$ cat src/rtl/beep_pkg.sv
// Shared types and sizing helpers for the beep sequencer.
package beep_pkg;

    typedef enum logic [1:0] {
        IDLE = 2'd0,
        ON   = 2'd1,
        OFF  = 2'd2
    } state_t;

    function automatic int max_of(input int a, input int b);
        return (a > b) ? a : b;
    endfunction

    // Bits needed to hold max_val-1; never less than one bit.
    function automatic int cnt_width(input int max_val);
        return (max_val <= 1) ? 1 : $clog2(max_val);
    endfunction

endpackage

$ cat src/rtl/phase_timer.sv
// Loadable down-counter; done is high while the count sits at zero.
import beep_pkg::*;

module phase_timer #(
    parameter int W = 2
) (
    input  logic         clk,
    input  logic         rst_n,
    input  logic         load,
    input  logic [W-1:0] load_val,
    input  logic         en,
    output logic         done
);

    logic [W-1:0] count_q;
    logic [W-1:0] count_d;

    // Reload wins over counting; the count holds at zero instead of wrapping.
    always_comb begin
        count_d = count_q;
        if (load) begin
            count_d = load_val;
        end else if (en && (count_q != {W{1'b0}})) begin
            count_d = count_q - {{(W-1){1'b0}}, 1'b1};
        end else begin
            count_d = count_q;
        end
    end

    // Count register.
    always_ff @(posedge clk or negedge rst_n) begin
        if (!rst_n) begin
            count_q <= {W{1'b0}};
        end else begin
            count_q <= count_d;
        end
    end

    assign done = (count_q == {W{1'b0}});

endmodule

$ cat src/rtl/beep_sequencer.sv
// Turns trigger pulses into timed on/off bursts for a buzzer or LED.
// Optional abort input enabled by defining BEEP_CANCEL_EN.
import beep_pkg::*;

module beep_sequencer #(
    parameter int ON_CYCLES  = 25_000_000,
    parameter int OFF_CYCLES = 25_000_000,
    parameter int BEEPS      = 3,
    parameter int PEND_MAX   = 3
) (
    input  logic clk,
    input  logic rst_n,
    input  logic trig,
`ifdef BEEP_CANCEL_EN
    input  logic cancel,
`endif
    output logic level_out,
    output logic busy,
    output logic drop
);

    localparam int CNT_W  = cnt_width(max_of(ON_CYCLES, OFF_CYCLES));
    localparam int BEEP_W = cnt_width(BEEPS);
    localparam int PEND_W = $clog2(PEND_MAX + 1);

    localparam logic [CNT_W-1:0]  ON_LOAD   = CNT_W'(ON_CYCLES - 1);
    localparam logic [CNT_W-1:0]  OFF_LOAD  = CNT_W'(OFF_CYCLES - 1);
    localparam logic [BEEP_W-1:0] BEEP_LOAD = BEEP_W'(BEEPS - 1);
    localparam logic [BEEP_W-1:0] BEEP_ONE  = BEEP_W'(1);
    localparam logic [PEND_W-1:0] PEND_FULL = PEND_W'(PEND_MAX);
    localparam logic [PEND_W-1:0] PEND_ONE  = PEND_W'(1);

    state_t            state_q, state_d;
    logic [BEEP_W-1:0] beep_q, beep_d;
    logic [PEND_W-1:0] pend_q, pend_d;
    logic              drop_q, drop_d;
    logic              level_q, level_d;
    logic              busy_q, busy_d;

    logic              tmr_load_s, tmr_en_s, tmr_done_s;
    logic [CNT_W-1:0]  tmr_val_s;
    logic              start_s, q_inc_s, q_dec_s, cancel_s;

`ifdef BEEP_CANCEL_EN
    assign cancel_s = cancel;
`else
    assign cancel_s = 1'b0;
`endif

    phase_timer #(.W(CNT_W)) u_timer (
        .clk      (clk),
        .rst_n    (rst_n),
        .load     (tmr_load_s),
        .load_val (tmr_val_s),
        .en       (tmr_en_s),
        .done     (tmr_done_s)
    );

    // Next-state, counters and queue bookkeeping.
    always_comb begin
        state_d    = state_q;
        beep_d     = beep_q;
        pend_d     = pend_q;
        drop_d     = 1'b0;
        tmr_load_s = 1'b0;
        tmr_val_s  = {CNT_W{1'b0}};
        tmr_en_s   = 1'b0;
        start_s    = 1'b0;
        q_inc_s    = 1'b0;
        q_dec_s    = 1'b0;

        case (state_q)
            IDLE: begin
                start_s = trig;
            end
            ON: begin
                tmr_en_s = 1'b1;
                q_inc_s  = trig;
                if (tmr_done_s) begin
                    state_d    = OFF;
                    tmr_load_s = 1'b1;
                    tmr_val_s  = OFF_LOAD;
                end else begin
                    state_d = ON;
                end
            end
            OFF: begin
                tmr_en_s = 1'b1;
                if (!tmr_done_s) begin
                    q_inc_s = trig;
                end else if (beep_q != {BEEP_W{1'b0}}) begin
                    q_inc_s    = trig;
                    beep_d     = beep_q - BEEP_ONE;
                    state_d    = ON;
                    tmr_load_s = 1'b1;
                    tmr_val_s  = ON_LOAD;
                end else if (pend_q != {PEND_W{1'b0}}) begin
                    q_inc_s = trig;
                    q_dec_s = 1'b1;
                    start_s = 1'b1;
                end else if (trig) begin
                    // Trig at burst end with nothing queued starts the next burst directly.
                    start_s = 1'b1;
                end else begin
                    state_d = IDLE;
                end
            end
            default: begin
                state_d = IDLE;
            end
        endcase

        if (start_s) begin
            state_d    = ON;
            beep_d     = BEEP_LOAD;
            tmr_load_s = 1'b1;
            tmr_val_s  = ON_LOAD;
        end else begin
            beep_d = beep_d;
        end

        if (q_inc_s && !q_dec_s) begin
            if (pend_q == PEND_FULL) begin
                drop_d = 1'b1;
            end else begin
                pend_d = pend_q + PEND_ONE;
            end
        end else if (q_dec_s && !q_inc_s) begin
            pend_d = pend_q - PEND_ONE;
        end else begin
            pend_d = pend_q;
        end

        // Abort overrides everything, including a same-cycle trig.
        if (cancel_s) begin
            state_d    = IDLE;
            beep_d     = {BEEP_W{1'b0}};
            pend_d     = {PEND_W{1'b0}};
            drop_d     = 1'b0;
            tmr_load_s = 1'b1;
            tmr_val_s  = {CNT_W{1'b0}};
        end else begin
            state_d = state_d;
        end

        level_d = (state_d == ON);
        busy_d  = (state_d != IDLE);
    end

    // State and registered outputs.
    always_ff @(posedge clk or negedge rst_n) begin
        if (!rst_n) begin
            state_q <= IDLE;
            beep_q  <= {BEEP_W{1'b0}};
            pend_q  <= {PEND_W{1'b0}};
            drop_q  <= 1'b0;
            level_q <= 1'b0;
            busy_q  <= 1'b0;
        end else begin
            state_q <= state_d;
            beep_q  <= beep_d;
            pend_q  <= pend_d;
            drop_q  <= drop_d;
            level_q <= level_d;
            busy_q  <= busy_d;
        end
    end

    assign level_out = level_q;
    assign busy      = busy_q;
    assign drop      = drop_q;

endmodule
$ cat config.mk
export PLATFORM = sky130hd
export DESIGN_NAME = beep_sequencer
export DESIGN_NICKNAME = d
export VERILOG_FILES = /design/src/rtl/beep_pkg.sv /design/src/rtl/phase_timer.sv /design/src/rtl/beep_sequencer.sv
export SDC_FILE = /design/constraint.sdc
export NUM_CORES = 1
export LEC_CHECK = 0
export BUFFER_PORTS_ARGS = -buffer_cell sky130_fd_sc_hd__buf_2
export CORE_AREA = 2 2 67 69
export DETAILED_ROUTE_END_ITERATION = 6
export DIE_AREA = 0 0 69 71
export HOLD_SLACK_MARGIN = 0.06
export PLACE_DENSITY = 0.78
export SLEW_MARGIN = 30
export SYNTH_ARGS = -nofsm -noshare
export SYNTH_HDL_FRONTEND = slang
export SYNTH_SLANG_ARGS = --single-unit
$ cat constraint.sdc
create_clock -name clk -period 5.7 [get_ports clk]
set_input_delay 0.855 -clock clk [delete_from_list [all_inputs] [get_ports clk]]
set_output_delay 0.855 -clock clk [all_outputs]
set_load 0.02 [all_outputs]
==> impl_metrics.yaml, run 1 <==
synth:
  ys_ff_latch: 34
  synth_area_um2: 2090
  synthSimpleGateAreaFrac_pct: 24.3
  synth_top_family_by_area: "simple AND/OR/NAND/NOR gates"
  synth-edff-count: 0
  synth_flop_cell: "dfrtp_1"
  async_reset_ff_share_pct: 100
  synthCells: 224
  synth_compound_area_share_pct: 16.2
  syn_area_per_cell_um2: 9.33
  synth.mux.area_fraction_pct: 0
  synth.yosys.seq_area_share_pct: 40.7
  synthAdderAreaFrac_pct: 4.19
  ys_top_cells_by_area: "dfrtp_1, xnor2_1, nor2_1"
  ys_warn_count: 0
  synth_fp_nets: 234
  yosys.area.top_type: "dfrtp_1"
  synth.distinct_cells: 49
  yosys.area_share.xor_xnor_pct: 10.5
  synth_top_area_share_pct: 40.7
clocking:
  cts_buffers: 5
  cts_sinks: 34
  post-cts-setup-buffers: 0
  hold_buffers: 0
  clock_path_buffers: 2
  path_clk_slew_ns: 0.07
  clock_latency_ns: 0.29
  root_buffer: "clkbuf_8"
  h-tree-depth: 2
  post_cts_resized: 0
  cts_tree: "built"
setup_path:
  crit_family: "simple AND/OR/NAND/NOR gates"
  crit_type: "reg -> reg"
  worst_setup_path_end_kind: "flop"
  critPathRequiredTime_ns: 5.86
  worst-path-buf-inv: 0
  crit_slowest_cell: "nand4_1"
  startpoint_type: "flop"
  r2r-end: "u_timer.count_q[9]"
  worst_r2r_startpoint: "u_timer.count_q[8]"
  reg2reg_slack_ns: 2.88
  worstPathCellList: "nor4_2 -> nand4_1 -> o21ai_2 -> a22o_1 -> nor2_1"
  cp_max_fo: 18
  worst_r2r_path_depth: 5
  cp.arrival_ns: 2.99
  crit_path_max_incr_delay_ns: 0.79
final_layout:
  n_antenna_cell: 0
  nets: 235
  final_common_cell: "dfrtp_1"
  drive_above_1_share_pct: 11.1
  final_cell_mix: "dfrtp_1, nor2_1, nand2_1"
  area_delta_synth_final_pct: 6.77
  fin_area_um2: 2230
die:
  ios: 6
  initial_core_util_pct: 49.7
  row_count: 24
  fp.coreArea_um2: 4200
  die_w_um: 69
  dieArea_um2: 4900
  die_y_um: 71
detailed_routing:
  routed_via_density: 5.88
  wl_per_cell_um: 15.0
  dr.pass1.iters: 4
  drc: 0
  drt_iter0_drc: 208
  drtAntennaViolNets: 0
  vias: 1635
  totalWireLength_um: 4170
run_status:
  status: "finished, final reports clean"
global_route:
  grt_pass1_wl_um: 7400
  use_met1_pct: 24.6
  grt_busiest_layer: "met2"
  grt_use_total_pct: 18.8
  grt_overflow: 0
  met2_usage_pct: 29.7
  grt_pass1_vias: 1626
  use_met3_pct: 6.13
  antenna_found_initial: 0
  grt_max_degree: 35
timing:
  relSlewSlack_pct: 40.4
  skew_ns: 0.00924
  worstMarginPinSlew_ns: 0.891
  setup_viol: 0
  finalHoldViolations: 0
  min_period_ns: 2.82
  rsz0062_at_grt: "false"
  finalSetupTns_ns: 0
  post-route-period-util_pct: 49.5
  drv_slew: 0
  fmax_ghz: 0.354
pwr:
  ir_worst_vdd_mv: 0.185
  pwr_density_cell_nw_per_um2: 294
  leakage_nw: 0.802
placed_design:
  io_buffers: 5
  dpl.hpwl_um: 2920
  dpl-instance-area_um2: 2140
  place_congestion: 0.841
worst_hold_path:
  hp-class: "reg -> reg"
  hold_path.startpoint: "beep_q[1]"
  holdPathEnd: "beep_q[1]"
  min_path_cells: 2
flow_run:
  cap_violations: 0
==> through the flow <==
step | instances | worst slack, ns | utilization, % | hold WS (ns) | total power, W
CTS | 278 | 2.86 | 53.1 | 0.530 | 0.000664
global placement | 270 | 2.92 | 50.6 | 0.495 | 0.000470
floorplan | 224 | 3.34 | - | 0.478 | 0.000434
global route | 278 | 2.53 | 53.1 | 0.569 | 0.000703
finish | 278 | 2.88 | 53.1 | 0.529 | 0.000657
detailed placement | 270 | 2.87 | 50.8 | 0.512 | 0.000475
==> logic make-up (layout without fill, tap and decap cells) <==
kind of cell | after synthesis | count (layout)
buf+inv | 20 | 22
fa+ha+maj | 7 | 7
compound gates | 45 | 45
flops | 34 | 34
xor+xnor | 25 | 25
simple gates | 93 | 93
==> power breakdown <==
| part | leakage, nW | switching [W] | internal [W] |
|---|---|---|---|
| logic | 0.391 | 0.0000910 | 0.0000625 |
| registers | 0.364 | 0.0000377 | 0.000281 |
| clock network | 0.0472 | 0.0000876 | 0.0000970 |
==> synth_stat cells, types with 2 or more instances <==
master	number
a2111oi_0	4
a211oi_1	2
a21oi_1	6
a22o_1	2
and3_1	3
and4_1	2
buf_2	3
clkbuf_1	6
dfrtp_1	34
ha_1	7
inv_1	9
nand2_1	22
nand3_1	3
nand4_1	4
nand4b_1	2
nor2_1	24
nor2b_1	2
nor3_1	6
nor4_1	7
nor4_2	3
o211ai_1	9
o21ai_0	3
o21ai_1	4
o21ai_2	2
o31ai_1	3
or2_2	2
or3_1	2
or4_1	3
or4_4	2
xnor2_1	18
xor2_1	7
==> worst max-delay path by stage <==
stage                                   start             endpoint  slack [ns]  cells after the start
after floorplan           u_timer.count_q[15]                 busy        3.34                      7
after global placement    u_timer.count_q[15]   u_timer.count_q[6]        2.92                      5
after detailed placement           state_q[1]  u_timer.count_q[11]        2.87                      7
after CTS                          state_q[1]  u_timer.count_q[11]        2.86                      7
after global routing       u_timer.count_q[6]  u_timer.count_q[15]        2.53                      5
final                      u_timer.count_q[8]   u_timer.count_q[9]        2.88                      5
==> tightest hold or removal path: cells and delay by family (launching register included) <==
kind | cells | cell delay (ns)
AND/OR/NAND/NOR | 1 | 0.05
AO/OA/AOI/OAI | 1 | 0.09
flip-flops | 1 | 0.35
==> state kept, by name (all words and copies together), names as in the netlist <==
name	flops
beep_q	2
busy	1
drop	1
level_out	1
pend_q	2
state_q	2
u_timer.count_q	25
==> per-layer routing <==
| metal | wire length, um | part of all wire, % | up-vias |
|---|---|---|---|
| met5 | 0 | 0 | - |
| met4 | 40 | 0.96 | 0 |
| met3 | 219 | 5.2 | 4 |
| met2 | 1970 | 47 | 40 |
| met1 | 1950 | 47 | 780 |
| li1 | - | - | 811 |
==> cell type report <==
cell class                      instances  area, um^2
Timing Repair Buffer                    5        25.0
Clock buffer                            6        82.6
Inverter                                9        33.8
Tap cell                               52        65.1
Multi-Input combinational cell        170        1160
Sequential cell                        34         851
Clock inverter                          2        12.5
Fill cell                             388        1970
Note: power is estimated with default switching activity, not from simulation.
==> run 2: changes to the inputs <==
==> constraint.sdc (replaced) <==
create_clock -name clk -period 2.8 [get_ports clk]
set_input_delay 0.42 -clock clk [delete_from_list [all_inputs] [get_ports clk]]
set_output_delay 0.42 -clock clk [all_outputs]
set_load 0.02 [all_outputs]
==> run 2 against run 1 <==
Compared with the run above:
- flip-flop and latch count is the same
- worst hold slack got worse by 0.33 ns
- non-clock buffer count is 4 higher
- worst setup slack worse by 2.7 ns
- final cell count is 1.4% higher
- clock skew hardly changed
- register-to-register slack got worse by 2.7 ns
- die area did not move
- critical path depth unchanged
- wire length increased by 4.6%
- clock power is 110% higher
- power rose by 110%
- highest routed layer unchanged
==> impl_metrics.yaml, run 2 (synthesis results as in run 1) <==
run_status:
  status: "finished, final reports clean"
global_route:
  grt_pass1_wl_um: 7470
  grt_pass1_vias: 1582
  grt_use_total_pct: 18.9
  grt_max_degree: 35
  antenna_found_initial: 0
  grt_overflow: 0
timing:
  fmax_ghz: 0.385
  finalHoldViolations: 0
  rsz0062_at_grt: "false"
  worstMarginPinSlew_ns: 0.772
  drv_slew: 0
  finalSetupTns_ns: 0
  setup_viol: 0
  relSlewSlack_pct: 48.5
  skew_ns: 0.00897
  post-route-period-util_pct: 92.9
  min_period_ns: 2.60
setup_path:
  worst_r2r_path_depth: 5
  worstSetupStartpoint: "u_timer.count_q[14]"
  cp.arrival_ns: 2.78
  reg2reg_slack_ns: 0.20
  worst_r2r_startpoint: "u_timer.count_q[14]"
  crit_type: "reg -> reg"
  r2r-end: "level_out"
  worst_setup_path_end_kind: "flop"
  startpoint_type: "flop"
  cp-endpoint: "level_out"
  cp_max_fo: 12
  critPathRequiredTime_ns: 2.98
worst_hold_path:
  hp-class: "in -> async"
die:
  initial_core_util_pct: 49.7
  die_w_um: 69
  dieArea_um2: 4900
  fp.coreArea_um2: 4200
  die_y_um: 71
  row_count: 24
  ios: 6
final_layout:
  seqCellArea_um2: 851
  final_util_pct: 53.6
  drive_above_1_share_pct: 12.6
  nets: 239
  n_fill_cell: 420
  multiInputGateArea_um2: 1150
  n_antenna_cell: 0
  final_common_cell: "dfrtp_1"
  area_delta_synth_final_pct: 7.78
  largest_register_ffs: 25
  regMostFlops: "u_timer.count_q"
  final_cell_mix: "dfrtp_1, nor2_1, nand2_1"
clocking:
  cts_tree: "built"
  h-tree-depth: 2
  clock_path_buffers: 2
  post-cts-setup-buffers: 0
  path_clk_slew_ns: 0.08
  hold_buffers: 0
  post_cts_resized: 0
  cts_buffers: 5
  root_buffer: "clkbuf_8"
  clock_latency_ns: 0.29
  cts_sinks: 34
detailed_routing:
  totalWireLength_um: 4360
  vias: 1686
  routed_via_density: 5.98
  dr.pass1.iters: 4
  drc: 0
  drt_iter0_drc: 161
  drtAntennaViolNets: 0
  wl_per_cell_um: 15.5
pwr:
  ir_worst_vdd_mv: 0.354
  leakage_nw: 0.804
  pwr_density_cell_nw_per_um2: 607
placed_design:
  place_congestion: 0.815
  io_buffers: 5
  dpl.hpwl_um: 2980
flow_run:
  cap_violations: 0
==> run 2: cell count changes in the layout (fill, tap and decap cells not counted) <==
cell,previous run,this run
buf_4,0,4
nor4_2,2,3
nor4_4,1,0
==> run 2: how the worst min path moves through the flow <==
stage / start / endpoint / slack [ns] / cells past startpoint
after global routing: rst_n / state_q[0] / 0.27 / 1
final: rst_n / state_q[0] / 0.20 / 1
after floorplan: rst_n / beep_q[0] / 0.12 / 0
after CTS: rst_n / state_q[0] / 0.23 / 1
after global placement: beep_q[1] / beep_q[1] / 0.50 / 2
after detailed placement: beep_q[1] / beep_q[1] / 0.50 / 2
==> run 2: layout make-up <==
type / count / area share (%)
clock buffer: 6 / 3.67
multi-input combinational: 170 / 51.2
sequential: 34 / 37.8
tap: 52 / 2.89
clock inverter: 2 / 0.556
timing repair buffer: 9 / 2.44
inverter: 9 / 1.50
==> run 2: power breakdown <==
part	internal [W]	switching, W
sequential	0.000571	0.0000782
combinational	0.000137	0.000195
clock	0.000198	0.000189
==> run 2: critical path, cell delays in order (launching register included) <==
cell and delay, ns:
dfrtp_1 0.44, or4_1 0.67, or4_4 0.69, o31ai_1 0.28, a21oi_1 0.11, o41ai_2 0.30
==> run 2: per-stage QoR <==
stage                     area, um^2  setup WS, ns  power, W  hold slack (ns)  std cells
after floorplan                 2090         0.444  0.000884            0.124        224
after detailed placement        2160         0.218  0.000988            0.498        274
after global placement          2160         0.312  0.000975            0.497        274
after CTS                       2250         0.202   0.00138            0.227        282
after global routing            2250        0.0882   0.00145            0.268        282
final                           2250         0.200   0.00137            0.200        282
==> run 2: layer usage <==
layer	track usage [%]	vias to the layer above	share of wire, %
met5	0	-	0
met4	5.66	0	1.2
met3	4.42	6	4.0
met2	30.9	46	47
met1	25.1	813	48
li1	-	821	-
